`config.mk`:
```
export PLATFORM = sky130hd
export DESIGN_NAME = instr_fetch
export DESIGN_NICKNAME = d
export VERILOG_FILES = /design/src/rtl/riscv_pkg.sv /design/src/rtl/fetch_buffer.sv /design/src/rtl/instr_fetch.sv
export SDC_FILE = /design/constraint.sdc
export NUM_CORES = 1
export LEC_CHECK = 0
export ABC_AREA = 1
export CORE_MARGIN = 4
export CORE_UTILIZATION = 30
export CTS_BUF_LIST = sky130_fd_sc_hd__clkbuf_8
export DETAILED_ROUTE_END_ITERATION = 8
export HOLD_SLACK_MARGIN = 0.02
export SKIP_LAST_GASP = 1
export SLEW_MARGIN = 20
export SYNTH_ARGS = -nofsm -noshare
export SYNTH_HDL_FRONTEND = slang
export SYNTH_SLANG_ARGS = --single-unit
```
`constraint.sdc`:
```
create_clock -name clk -period 4.9 [get_ports clk]
set_input_delay 0.49 -clock clk [delete_from_list [all_inputs] [get_ports clk]]
set_output_delay 0.49 -clock clk [all_outputs]
set_load 0.005 [all_outputs]
```
`src/rtl/riscv_pkg.sv`:
```
// Shared RV32 front-end definitions: machine width, reset vector, NOP encoding,
// fetch FSM encoding and a word-alignment helper.
package riscv_pkg;

   localparam int unsigned XLEN = 32;

   localparam logic [XLEN-1:0] NOP_INSTR            = 32'h0000_0013;
   localparam logic [XLEN-1:0] RESET_VECTOR_DEFAULT = 32'h0000_0000;

   typedef enum logic [1:0] {
      FS_BOOT  = 2'd0,
      FS_FETCH = 2'd1,
      FS_FLUSH = 2'd2
   } fetch_state_t;

   function automatic logic [XLEN-1:0] word_align(input logic [XLEN-1:0] addr);
      return addr & ~{{(XLEN-2){1'b0}}, 2'b11};
   endfunction

endpackage

```
`src/rtl/fetch_buffer.sv`:
```
// In-order instruction buffer of {pc, instr}; the PC of each granted read waits in
// a side queue until its data returns. Flush wins over push and pop.
module fetch_buffer
   import riscv_pkg::*;
#(
   parameter int unsigned DEPTH = 2,
   localparam int unsigned AW = $clog2(DEPTH),
   localparam int unsigned CW = $clog2(DEPTH) + 1
) (
   input  logic            clk,
   input  logic            rst_n,
   input  logic            flush,
   input  logic            req_push,
   input  logic [XLEN-1:0] req_pc,
   input  logic            push,
   input  logic [XLEN-1:0] push_instr,
   input  logic            pop,
   output logic [XLEN-1:0] head_instr,
   output logic [XLEN-1:0] head_pc,
   output logic [CW-1:0]   count,
   output logic            full,
   output logic            empty
);

   logic [XLEN-1:0] instr_mem [DEPTH];
   logic [XLEN-1:0] pc_mem    [DEPTH];
   logic [XLEN-1:0] pcq_mem   [DEPTH];
   logic [AW-1:0]   wr_ptr;
   logic [AW-1:0]   rd_ptr;
   logic [AW-1:0]   pcq_wr;
   logic [AW-1:0]   pcq_rd;
   logic [CW-1:0]   cnt;
   logic            do_push;
   logic            do_pop;

   assign empty      = (cnt == '0);
   assign full       = (cnt == CW'(DEPTH));
   assign do_pop     = pop && !empty;
   assign do_push    = push && (!full || do_pop);
   assign count      = cnt;
   assign head_instr = instr_mem[rd_ptr];
   assign head_pc    = pc_mem[rd_ptr];

   // Requested-PC queue: written on grant, consumed when the matching data arrives.
   always_ff @(posedge clk or negedge rst_n) begin
      if (!rst_n) begin
         pcq_wr <= '0;
         pcq_rd <= '0;
         for (int unsigned i = 0; i < DEPTH; i++) begin
            pcq_mem[i] <= '0;
         end
      end else if (flush) begin
         pcq_wr <= '0;
         pcq_rd <= '0;
      end else begin
         if (req_push) begin
            pcq_mem[pcq_wr] <= req_pc;
            pcq_wr          <= pcq_wr + 1'b1;
         end
         if (do_push) begin
            pcq_rd <= pcq_rd + 1'b1;
         end
      end
   end

   always_ff @(posedge clk or negedge rst_n) begin
      if (!rst_n) begin
         wr_ptr <= '0;
         rd_ptr <= '0;
         cnt    <= '0;
         for (int unsigned i = 0; i < DEPTH; i++) begin
            instr_mem[i] <= '0;
            pc_mem[i]    <= '0;
         end
      end else if (flush) begin
         wr_ptr <= '0;
         rd_ptr <= '0;
         cnt    <= '0;
      end else begin
         if (do_push) begin
            instr_mem[wr_ptr] <= push_instr;
            pc_mem[wr_ptr]    <= pcq_mem[pcq_rd];
            wr_ptr            <= wr_ptr + 1'b1;
         end
         if (do_pop) begin
            rd_ptr <= rd_ptr + 1'b1;
         end
         cnt <= cnt + CW'(do_push) - CW'(do_pop);
      end
   end

endmodule

```
`src/rtl/instr_fetch.sv`:
```
// Instruction fetch stage: PC ownership, instruction-memory reads, in-order buffering
// and redirect flushing. Optional `FETCH_MISALIGN_CHECK_EN adds fetch_misaligned.
module instr_fetch
   import riscv_pkg::*;
#(
   parameter logic [XLEN-1:0] RESET_VECTOR = RESET_VECTOR_DEFAULT,
   parameter int unsigned     BUF_DEPTH    = 2
) (
   input  logic            clk,
   input  logic            rst_n,
   output logic            imem_req,
   output logic [XLEN-1:0] imem_addr,
   input  logic            imem_gnt,
   input  logic            imem_rvalid,
   input  logic [XLEN-1:0] imem_rdata,
   input  logic            redirect,
   input  logic [XLEN-1:0] redirect_pc,
   output logic            id_valid,
   input  logic            id_ready,
   output logic [XLEN-1:0] id_instr,
   output logic [XLEN-1:0] id_pc
`ifdef FETCH_MISALIGN_CHECK_EN
   ,
   output logic            fetch_misaligned
`endif
);

   localparam int unsigned CW = $clog2(BUF_DEPTH) + 1;

   localparam logic [1:0] BOOT  = FS_BOOT;
   localparam logic [1:0] FETCH = FS_FETCH;
   localparam logic [1:0] FLUSH = FS_FLUSH;

   if (BUF_DEPTH != 2 && BUF_DEPTH != 4) begin : g_bad_depth
      $error("instr_fetch: BUF_DEPTH must be 2 or 4");
   end

   logic [1:0]      state;
   logic [1:0]      state_next;
   logic [XLEN-1:0] fetch_pc;
   logic [CW-1:0]   out_cnt;
   logic [CW-1:0]   out_next;
   logic [CW-1:0]   buf_count;
   logic [CW:0]     inflight;
   logic            buf_full;
   logic            buf_empty;
   logic            grant;
   logic            rsp;
   logic            keep;
   logic            pop;

   assign imem_addr = fetch_pc;
   assign id_valid  = !buf_empty;
   assign pop       = id_valid && id_ready && !redirect;
   assign grant     = imem_req && imem_gnt;
   assign rsp       = imem_rvalid && (out_cnt != '0);
   assign keep      = rsp && (state == FETCH) && !redirect;
   assign out_next  = out_cnt + CW'(grant) - CW'(rsp);

   // A slot freed by this cycle's pop is counted as free already: its replacement
   // cannot return before next cycle, and this keeps 1 instr/cycle at depth 2.
   assign inflight  = {1'b0, out_cnt} + {1'b0, buf_count} - (CW+1)'(pop);
   assign imem_req  = (state == FETCH) && !redirect
                      && (inflight < (CW+1)'(BUF_DEPTH)) && !(buf_full && !pop);

   always_comb begin
      state_next = state;
      case (state)
         BOOT:    state_next = FETCH;
         FETCH:   state_next = FETCH;
         FLUSH:   if (out_next == '0) state_next = FETCH;
         default: state_next = BOOT;
      endcase
      if (redirect) begin
         state_next = (out_next != '0) ? FLUSH : FETCH;
      end
   end

   always_ff @(posedge clk or negedge rst_n) begin
      if (!rst_n) begin
         state    <= BOOT;
         out_cnt  <= '0;
         fetch_pc <= RESET_VECTOR;
      end else begin
         state   <= state_next;
         out_cnt <= out_next;
         if (redirect) begin
            fetch_pc <= word_align(redirect_pc);
         end else if (grant) begin
            fetch_pc <= fetch_pc + 32'd4;
         end
      end
   end

`ifdef FETCH_MISALIGN_CHECK_EN
   always_ff @(posedge clk or negedge rst_n) begin
      if (!rst_n) begin
         fetch_misaligned <= 1'b0;
      end else begin
         fetch_misaligned <= redirect && (redirect_pc[1:0] != 2'b00);
      end
   end
`endif

   fetch_buffer #(
      .DEPTH (BUF_DEPTH)
   ) u_buf (
      .clk        (clk),
      .rst_n      (rst_n),
      .flush      (redirect),
      .req_push   (grant),
      .req_pc     (fetch_pc),
      .push       (keep),
      .push_instr (imem_rdata),
      .pop        (pop),
      .head_instr (id_instr),
      .head_pc    (id_pc),
      .count      (buf_count),
      .full       (buf_full),
      .empty      (buf_empty)
   );

endmodule

```
-- Word level (Yosys, flattened, before mapping)
Cells that the tools add are included.
- register bits after elaboration: 234
- input port bits: 70
- add/subtract/negate cells: 11
- $lt $le $gt $ge: 7
- equality and inequality tests: 4
- multiplexer cells: 31
- bitwise operators: 5
- reduce and logical (&&, ||, !) cells: 31
- operators by type and width (cell ; number):
    32-bit 2-to-1 mux ; 13
    64-bit bitwise mux ; 3
    32-bit demux with 1-bit select ; 2
    32-bit by 3-bit adder with 32-bit output, second input constant ; 1
    1-bit logical AND ; 14
    2-bit nonzero test ; 5
    2-bit >= comparator, second input constant ; 4
    1-bit 2-to-1 mux ; 8
    2-bit 2-to-1 mux ; 4
    1-bit NOT with 2-bit output ; 4
    2-bit logical NOT ; 3
    1-bit logical NOT ; 5
    1-bit adder, second input constant ; 4
    2-bit by 1-bit adder with 2-bit output ; 2
    2-bit == test, second input constant ; 2
    2-bit by 1-bit less-than comparator with 1-bit output, second input constant ; 2
    2-bit case mux with 2 select lines ; 1
    2-bit AND reduction ; 2
    2-bit by 1-bit subtractor with 2-bit output ; 2
    2-bit by 2-bit adder with 3-bit output ; 1
    3-bit by 2-bit less-than comparator with 1-bit output, second input constant ; 1
    3-bit != test, second input constant ; 1
    3-bit by 1-bit subtractor with 3-bit output ; 1
    2-bit by 1-bit == test with 1-bit output, second input constant ; 1
    other kinds (3) ; 3

-- Logic depth before layout (Yosys ltp)
Gate-level depths: netlist (run 1).
- depth in word-level cells: 15
- mapped depth: 24
- depth with buffers taken out: 22

-- Cells and area by module
Synthesis (run 1) repeated with hierarchy kept, for this count alone.
- cell total of the unflattened synthesis: 1533
- area, all modules: 11332.1 sq um
- by module, submodules not included (module ; times used ; cells each ; area each (sq um) ; sequential area each (sq um)):
    fetch_buffer ; 1 ; 1129 ; 8730.9 ; 4954.8
    instr_fetch ; 1 ; 404 ; 2601.2 ; 850.8

-- Worst setup path after synthesis (run 1)
Ideal clock, no wire load.
- path kind: input -> register
- start point: input port redirect
- end point: register state[0]
- library setup time: 0.117 ns
- arrival time: 3.237 ns
- data required time: 4.783 ns
- setup slack: 1.547 ns
- stages on the path: 22
- path buffers: 3
- cell sequence: buf_6 -> clkinv_4 -> nand3_2 -> inv_1 -> ha_1 -> inv_1 -> nand2_1 -> fa_1 -> nand3_1 -> nor2_2 -> nand3_4 -> buf_6 -> buf_6 -> ha_1 -> inv_1 -> ha_1 -> inv_1 -> or2_2 -> nand3b_1 -> nand2_1 -> inv_1 -> nor2_1
- cells in the longest elaborated chain, start to end: 12
- elaborated cells on any way between the ends: 18
- ends and longest elaborated chain (element ; line ; RTL):
    start: declaration ; instr_fetch.sv:16 ; input logic redirect,
    1-bit logical NOT ; instr_fetch.sv:54, instr_fetch.sv:63 ;
    1-bit logical AND ; instr_fetch.sv:54 ; assign pop = id_valid && id_ready && !redirect;
    3-bit by 1-bit subtractor with 3-bit output / 1-bit logical NOT (equally long branches) ; instr_fetch.sv:62, instr_fetch.sv:64 ;
    3-bit by 2-bit less-than comparator with 1-bit output / 1-bit logical AND (equally long branches) ; instr_fetch.sv:64 ; && (inflight < (CW+1)'(BUF_DEPTH)) && !(buf_full && !pop);
    1-bit logical AND / 1-bit logical NOT (equally long branches) ; instr_fetch.sv:64 ;
    1-bit logical AND ; instr_fetch.sv:64 ;
    1-bit logical AND ; instr_fetch.sv:55 ; assign grant = imem_req && imem_gnt;
    2-bit by 1-bit adder with 2-bit output ; instr_fetch.sv:58 ; assign out_next = out_cnt + CW'(grant) - CW'(rsp);
    2-bit by 1-bit subtractor with 2-bit output ; instr_fetch.sv:58 ;
    2-bit nonzero test ; instr_fetch.sv:75 ; state_next = (out_next != '0) ? FLUSH : FETCH;
    2-bit 2-to-1 mux ; instr_fetch.sv:75 ;
    2-bit 2-to-1 mux ; instr_fetch.sv:74 ; if (redirect) begin
    end signal: assignment ; instr_fetch.sv:85 ; state <= state_next;
    end: declaration ; instr_fetch.sv:38 ; logic [1:0] state;
Several ways; a longest one is shown, not always the timed one.
A chain may end at the register's enable or synchronous reset.

-- Final worst setup path (run 1)
- start point: input port redirect
- end point: register u_buf.pcq_mem[20] (netlist bit)
- cells in the longest elaborated chain, start to end: 8
- elaborated cells on any way between the ends: 13
- ends and longest elaborated chain (element ; line ; RTL):
    1-bit logical NOT ; instr_fetch.sv:54, instr_fetch.sv:63 ;
    1-bit logical AND ; instr_fetch.sv:54 ;
    3-bit by 1-bit subtractor with 3-bit output / 1-bit logical NOT (equally long branches) ; instr_fetch.sv:62, instr_fetch.sv:64 ;
    3-bit by 2-bit less-than comparator with 1-bit output / 1-bit logical AND (equally long branches) ; instr_fetch.sv:64 ;
    1-bit logical AND / 1-bit logical NOT (equally long branches) ; instr_fetch.sv:64 ;
    1-bit logical AND ; instr_fetch.sv:64 ;
    1-bit logical AND ; instr_fetch.sv:55 ;
    2-bit AND reduction (no line) * ; - ;
    end signal: indexed assignment ; fetch_buffer.sv:57 ; pcq_mem[pcq_wr] <= req_pc;
    end: declaration ; fetch_buffer.sv:27 ; logic [XLEN-1:0] pcq_mem [DEPTH];
Mark *: on every way between the ends. The rest lies on a longest branch, timed or not.

==> key figures, run 1 <==
Yosys
  • Syn avg cell area: 7.66 um2
  • Seq/Total Area, Yosys: between 50% and 60%
  • Count of warnings emitted by yosys: 0
  • EDFF count, synth: 0
  • Mapped cell area: about 11000 um2
  • Syn Inst Count: 1444
  • Synth Flop Type: dfrtp_1
  • Share of Yosys cell area claimed by the top area cell type: 50.7%
  • Post-synthesis register bit count: around 220
  • Async SR Flop Fraction: 100%
  • Largest area contributor in the netlist: dfrtp_1
  • Top post-synthesis cells by area: dfrtp_1, nand2_1, o21ai_0
  • Post-synthesis cell type count: 31

Finish
  • NumNets Final: 1656
  • Ratio of cells with drive above 1 in the final layout: roughly 5.8%
  • Ant. Diodes: 0
  • Commonest non-fill, non-tap cells in the layout: nand2_1, dfrtp_1, o21ai_0, clkdlybuf4s50_1, inv_1
  • Commonest non-fill, non-tap cell in the layout: nand2_1
  • Post-route core utilization: 37.5%
  • Area Growth Syn to Fin: 23.9%

Clock network
  • Worst skew pair latency: about 570 ps
  • H-tree Lvls: 2
  • Clock Sinks: 224
  • CTS tree: built
  • Root buf cell: clkbuf_8
  • Post-CTS setup buffer count: 0
  • Post-CTS sizing: 0
  • Clk pin slew, worst setup/hold paths: 60 ps
  • Hold Buf Count CTS: 1
  • TritonCTS Buffers: 42
  • Max clock buf depth: 3

Power
  • LEAKAGE: roughly 6.5 nW
  • Power share of the combinational group: between 30 and 40%
  • Switching share of total power: 33.7%
  • Pint: around 4.6 mW
  • Max VDD drop: 0.167 mV
  • NetSw: 2.32 mW
  • Pwr dens: around 500 nW/um2
  • Sequential Power Share: 41.8%
  • Clock group share of total power: 25.5%
  • Total power: a little under 7 mW

GRT
  • Initial antenna violation count: 0
  • Largest net degree at the start of global routing: between 100 and 150
  • Vias in the first global route: just over 9k
  • GRT Overall Usage: between 10% and 20%
  • First-pass GRT wire length: ~48000 um
  • Gr ovfl total: 0

Route
  • Initial DRC count: approximately 470
  • Residual DRC count: 0
  • DR pass1 iterations: 5
  • Post-Route WL: around 29000 um
  • Antenna viol nets, final: 0
  • Wirelength per Cell: about 14 um
  • Vias per cell: 4.53
  • Vias: 9388

Setup path
  • Critical Path RT: between 5000 and 6000 ps
  • CP Max Fanout: 25
  • Worst r2r src: u_buf.count[1]$_DFF_PN0_
  • Reg2reg path depth: 15
  • Worst R2R End: u_buf.pcq_mem[20]$_DFFE_PN0P_
  • Crit path DAT: approximately 4200 ps
  • Worst setup EP type: register
  • Startpoint class of the critical path: primary input
  • Reg-to-reg slack, setup: around 1400 ps
  • CP Class: primary input to register

Flow run
  • Max-cap viol count: 0

Timing
  • Clock skew: approximately 15 ps
  • Max-slew violations: 0
  • Slew margin rel.: around a quarter
  • Max Fclk: about 270 MHz
  • Final Cycle Share: 75.8%
  • Setup ws final: 1180 ps
  • RSZ-0062 raised after global routing: no
  • TNS Setup: 0 ps
  • Worst slew pin tran: approximately 1100 ps
  • Fin crit period: approximately 3700 ps
  • # setup viols final: 0
  • Final Hold Viols: 0

Floorplanning
  • DIE AREA: about 40000 um2
  • Starting Density: a little under a third
  • Die Ht: 200 um
  • Core box area: around 37000 um2
  • Row count: 70
  • # IOs: 168
  • Die W: 200 um

Status
  • Status: completed

Placement
  • Routability cong.: 0.838
  • HPWL Detailed: about 19000 um
  • Port Buffers: approximately 160
  • Dpl ws: just over 600 ps

Worst hold path
  • Worst Hold Path Cells: 2
  • Hold Path End: u_buf.pc_mem[20]$_DFFE_PN0P_
  • Min-delay src: u_buf.pc_mem[20]$_DFFE_PN0P_
  • Min-Delay Path Class: register to register
[flip-flops by register name (all words and copies together) (netlist names)]
register	count
imem_addr	30
out_cnt	2
state	2
u_buf.count	2
u_buf.instr_mem	64
u_buf.pc_mem	60
u_buf.pcq_mem	60
u_buf.pcq_rd	1
u_buf.pcq_wr	1
u_buf.rd_ptr	1
u_buf.wr_ptr	1
[layout make-up]
type                       instances  area [um2]
sequential                       224        5610
clock inverter                    21         119
inverter                         142         538
fill                            3839       22800
timing repair buffer             174        1730
tap                              468         586
multi-input combinational        994        4440
clock buffer                      50         688
[kinds of logic after synthesis]
| family | after synthesis | synth area share (%) |
|---|---|---|
| simple gates | 684 | 25.0 |
| compound gates | 284 | 13.0 |
| buf+inv | 229 | 9.30 |
| flops | 224 | 50.7 |
| xor+xnor | 14 | 1.11 |
| fa+ha+maj | 8 | 0.972 |
| other cells | 1 | 0.0339 |
[worst max-delay path by stage]
stage | startpoint | endpoint | slack (ps)
after floorplan | redirect | state[0]$_DFFE_PN0P_ | 1550
after global placement | redirect | u_buf.pcq_mem[29]$_DFFE_PN0P_ | 640
after detailed placement | redirect | u_buf.pcq_mem[20]$_DFFE_PN0P_ | 620
after CTS | redirect | u_buf.pcq_mem[16]$_DFFE_PN0P_ | 1230
after global routing | redirect | u_buf.pcq_mem[18]$_DFFE_PN0P_ | 940
final | redirect | u_buf.pcq_mem[20]$_DFFE_PN0P_ | 1180
[metal layers]
layer | routed length [um] | track usage [%] | up-vias | part of all wire, %
li1 | - | - | 4794 | -
met2 | 13300 | 23.8 | 221 | 45
met5 | 0 | 0 | - | 0
met3 | 1700 | 3.49 | 50 | 5.8
met4 | 734 | 4.30 | 0 | 2.5
met1 | 13700 | 20.1 | 4323 | 46
[metrics by stage]
| stage | std cells | area [um2] | hold slack (ps) |
|---|---|---|---|
| 3_3_place_gp | 2001 | 12900 | 462 |
| 5_1_grt | 2073 | 13700 | 442 |
| 6_report | 2073 | 13700 | 476 |
| 4_1_cts | 2073 | 13700 | 431 |
| 2_1_floorplan | 1447 | 11100 | 194 |
| 3_5_place_dp | 2001 | 12900 | 470 |
[cell usage after synthesis, types with 2 or more instances]
master	number
buf_6	13
nand2_2	2
nand3_1	58
nand3_2	2
nor2_4	2
nor2_2	4
xor2_1	7
clkbuf_1	38
nor2_1	50
nand3b_1	10
nand2_1	550
clkbuf_2	5
o21ai_0	212
dfrtp_1	224
xnor2_1	7
buf_4	9
inv_1	137
buf_2	22
o21ai_1	67
ha_1	7
inv_2	4
o21bai_1	5
[power groups by stage]
stage / registers (mW) / clock network (mW) / logic [mW]
final: 2.88 / 1.76 / 2.25
after global routing: 2.96 / 1.93 / 2.59
after CTS: 2.88 / 1.84 / 2.31
after detailed placement: 2.91 / 0 / 2.30
after global placement: 2.89 / 0 / 2.24
after floorplan: 2.79 / 0 / 1.25
[critical path: stages]
cell	delay (ps)
clkdlybuf4s50_1	530
clkinv_4	220
nand3_2	180
inv_1	50
ha_1	260
inv_1	50
nand2_1	50
fa_1	470
nand3_1	80
nor2_2	150
nand3_4	240
nor2_1	910
buf_4	370
nand2_1	70
nand2_1	70
No activity file was read; power rests on OpenSTA's default activity.
==> run 2: changes to the inputs <==
Clock period 4.9 ns to 3.5 ns, I/O delays scaled along.
==> key figures, run 2 (synthesized netlist as in run 1, its figures left out) <==
Finish
  • Area Growth Syn to Fin: 24.8%
  • Commonest non-fill, non-tap cell in the layout: nand2_1
  • Multi-input gate area: 4440 um2
  • Registers with the most flip-flops: u_buf.instr_mem (64), u_buf.pc_mem (60), u_buf.pcq_mem (60)
  • Max reg flops: 64
  • Ant. Diodes: 0
  • Ratio of cells with drive above 1 in the final layout: between 6 and 7%
  • Commonest non-fill, non-tap cells in the layout: nand2_1, dfrtp_1, o21ai_0, clkdlybuf4s50_1, inv_1
  • FF/Latch Area: about 5600 um2
  • Post-route core utilization: between 30% and 40%
  • Biggest register: u_buf.instr_mem
  • # fillers: between 3k and 4k
  • NumNets Final: about 1.7k

Power
  • Pwr dens: about 690 nW/um2
  • Total power: 9.52 mW
  • LEAKAGE: 6.59 nW
  • Max VDD drop: between 0.15 and 0.2 mV

Route
  • DR pass1 iterations: 4
  • Antenna viol nets, final: 0
  • Initial DRC count: approximately 530
  • Vias per cell: 4.57
  • Wirelength per Cell: roughly 14 um
  • Vias: roughly 9.5k
  • Residual DRC count: 0
  • Post-Route WL: about 30000 um

Setup path
  • Critical Path RT: between 3000 and 4000 ps
  • Startpoint class of the critical path: register
  • Reg-to-reg slack, setup: 430 ps
  • Worst r2r src: u_buf.count[1]$_DFF_PN0_
  • CP Class: register to register
  • Reg2reg path depth: 20
  • Worst setup EP type: register
  • Crit path DAT: between 3000 and 4000 ps
  • CP Max Fanout: 3
  • Worst R2R End: state[0]$_DFFE_PN0P_

Worst hold path
  • Min-Delay Path Class: primary input to register
  • Worst Hold Path Cells: 3
  • Hold Path End: imem_addr[12]$_DFFE_PN0P_
  • Min-delay src: redirect_pc[12]

Clock network
  • H-tree Lvls: 2
  • Clock Sinks: ~220
  • Root buf cell: clkbuf_8
  • Clk pin slew, worst setup/hold paths: 60 ps
  • Worst skew pair latency: roughly 550 ps
  • Max clock buf depth: 3
  • CTS tree: built
  • TritonCTS Buffers: 42

GRT
  • First-pass GRT wire length: just under 50000 um
  • Vias in the first global route: 9448
  • Initial antenna violation count: 0
  • Largest net degree at the start of global routing: 118
  • Gr ovfl total: 0
  • GRT Overall Usage: 15.1%

Placement
  • Routability cong.: just over 0.8
  • HPWL Detailed: 19900 um
  • Port Buffers: between 150 and 200

Timing
  • Fin crit period: slightly above 3000 ps
  • TNS Setup: 0 ps
  • # setup viols final: 0
  • Final Hold Viols: 0
  • Slew margin rel.: 49.4%
  • RSZ-0062 raised after global routing: no
  • Max-slew violations: 0
  • Final Cycle Share: 87.6%
  • Max Fclk: roughly 330 MHz
  • Worst slew pin tran: around 760 ps
  • Clock skew: around 13 ps

Flow run
  • Max-cap viol count: 0

Floorplanning
  • Die W: between 200 and 250 um
  • Core box area: 36500 um2
  • Starting Density: a little under a third
  • DIE AREA: 40000 um2
  • Die Ht: about 200 um
  • Row count: 70
  • # IOs: about 170

Status
  • Status: completed
-- run 2: through the flow --
step	hold slack, ps	instances	cell area, um2	setup slack, ps
global placement	436	2013	13000	68.9
finish	369	2086	13800	434
floorplan	54.4	1447	11100	287
CTS	327	2083	13800	150
detailed placement	441	2013	13000	34.7
global route	359	2086	13800	188
-- run 2: where the power goes --
group          switching, mW  internal (mW)  leakage (nW)  total, mW
registers              0.476           3.55          2.86       4.02
logic                   1.71           1.52          3.29       3.23
clock network           1.09           1.18         0.446       2.27
-- run 2: area by class of cell --
type	count	share of cell area (%)
clock inverter	24	0.779
timing repair buffer	189	13.8
sequential	224	40.6
clock buffer	45	4.48
tap	468	4.24
multi-input combinational	994	32.2
inverter	142	3.90
-- run 2: how the worst max path moves through the flow --
stage,startpoint,endpoint,cells after the start
after floorplan,redirect,state[0]$_DFFE_PN0P_,22
after global placement,redirect,state[0]$_DFFE_PN0P_,20
after detailed placement,redirect,state[0]$_DFFE_PN0P_,20
after CTS,u_buf.count[1]$_DFF_PN0_,imem_req,13
after global routing,u_buf.count[1]$_DFF_PN0_,state[0]$_DFFE_PN0P_,20
final,u_buf.count[1]$_DFF_PN0_,state[0]$_DFFE_PN0P_,20
-- run 2: repair_timing --
item                                   in CTS  in global routing
endpoints found under the hold margin      88                  0
setup buffers                               0                  3
hold buffers                                1                  0
setup endpoints to repair                   0                  1
resized for setup                           0                  1
-- run 2: critical path, stage by stage, from the launching register on --
cell and delay (ps):
dfrtp_1 400, inv_2 90, nand2_2 70, nand3_2 60, inv_1 40, ha_1 260
inv_1 50, nand2_1 60, fa_1 520, nand3_1 90, nor2_2 180, nand3_4 90
ha_1 290, inv_1 50, ha_1 130, inv_1 40, or2_2 300, nand3b_1 90
nand2_1 50, inv_1 70, nor2_1 40
-- run 2: routing by layer --
metal | share of wire [%] | vias up | wire [um] | GRT usage (%)
met2 | 45 | 242 | 13500 | 24.2
met3 | 5.5 | 42 | 1670 | 3.07
met5 | 0 | - | 0 | 0
li1 | - | 4826 | - | -
met1 | 48 | 4414 | 14500 | 21.2
met4 | 1.9 | 0 | 560 | 3.75
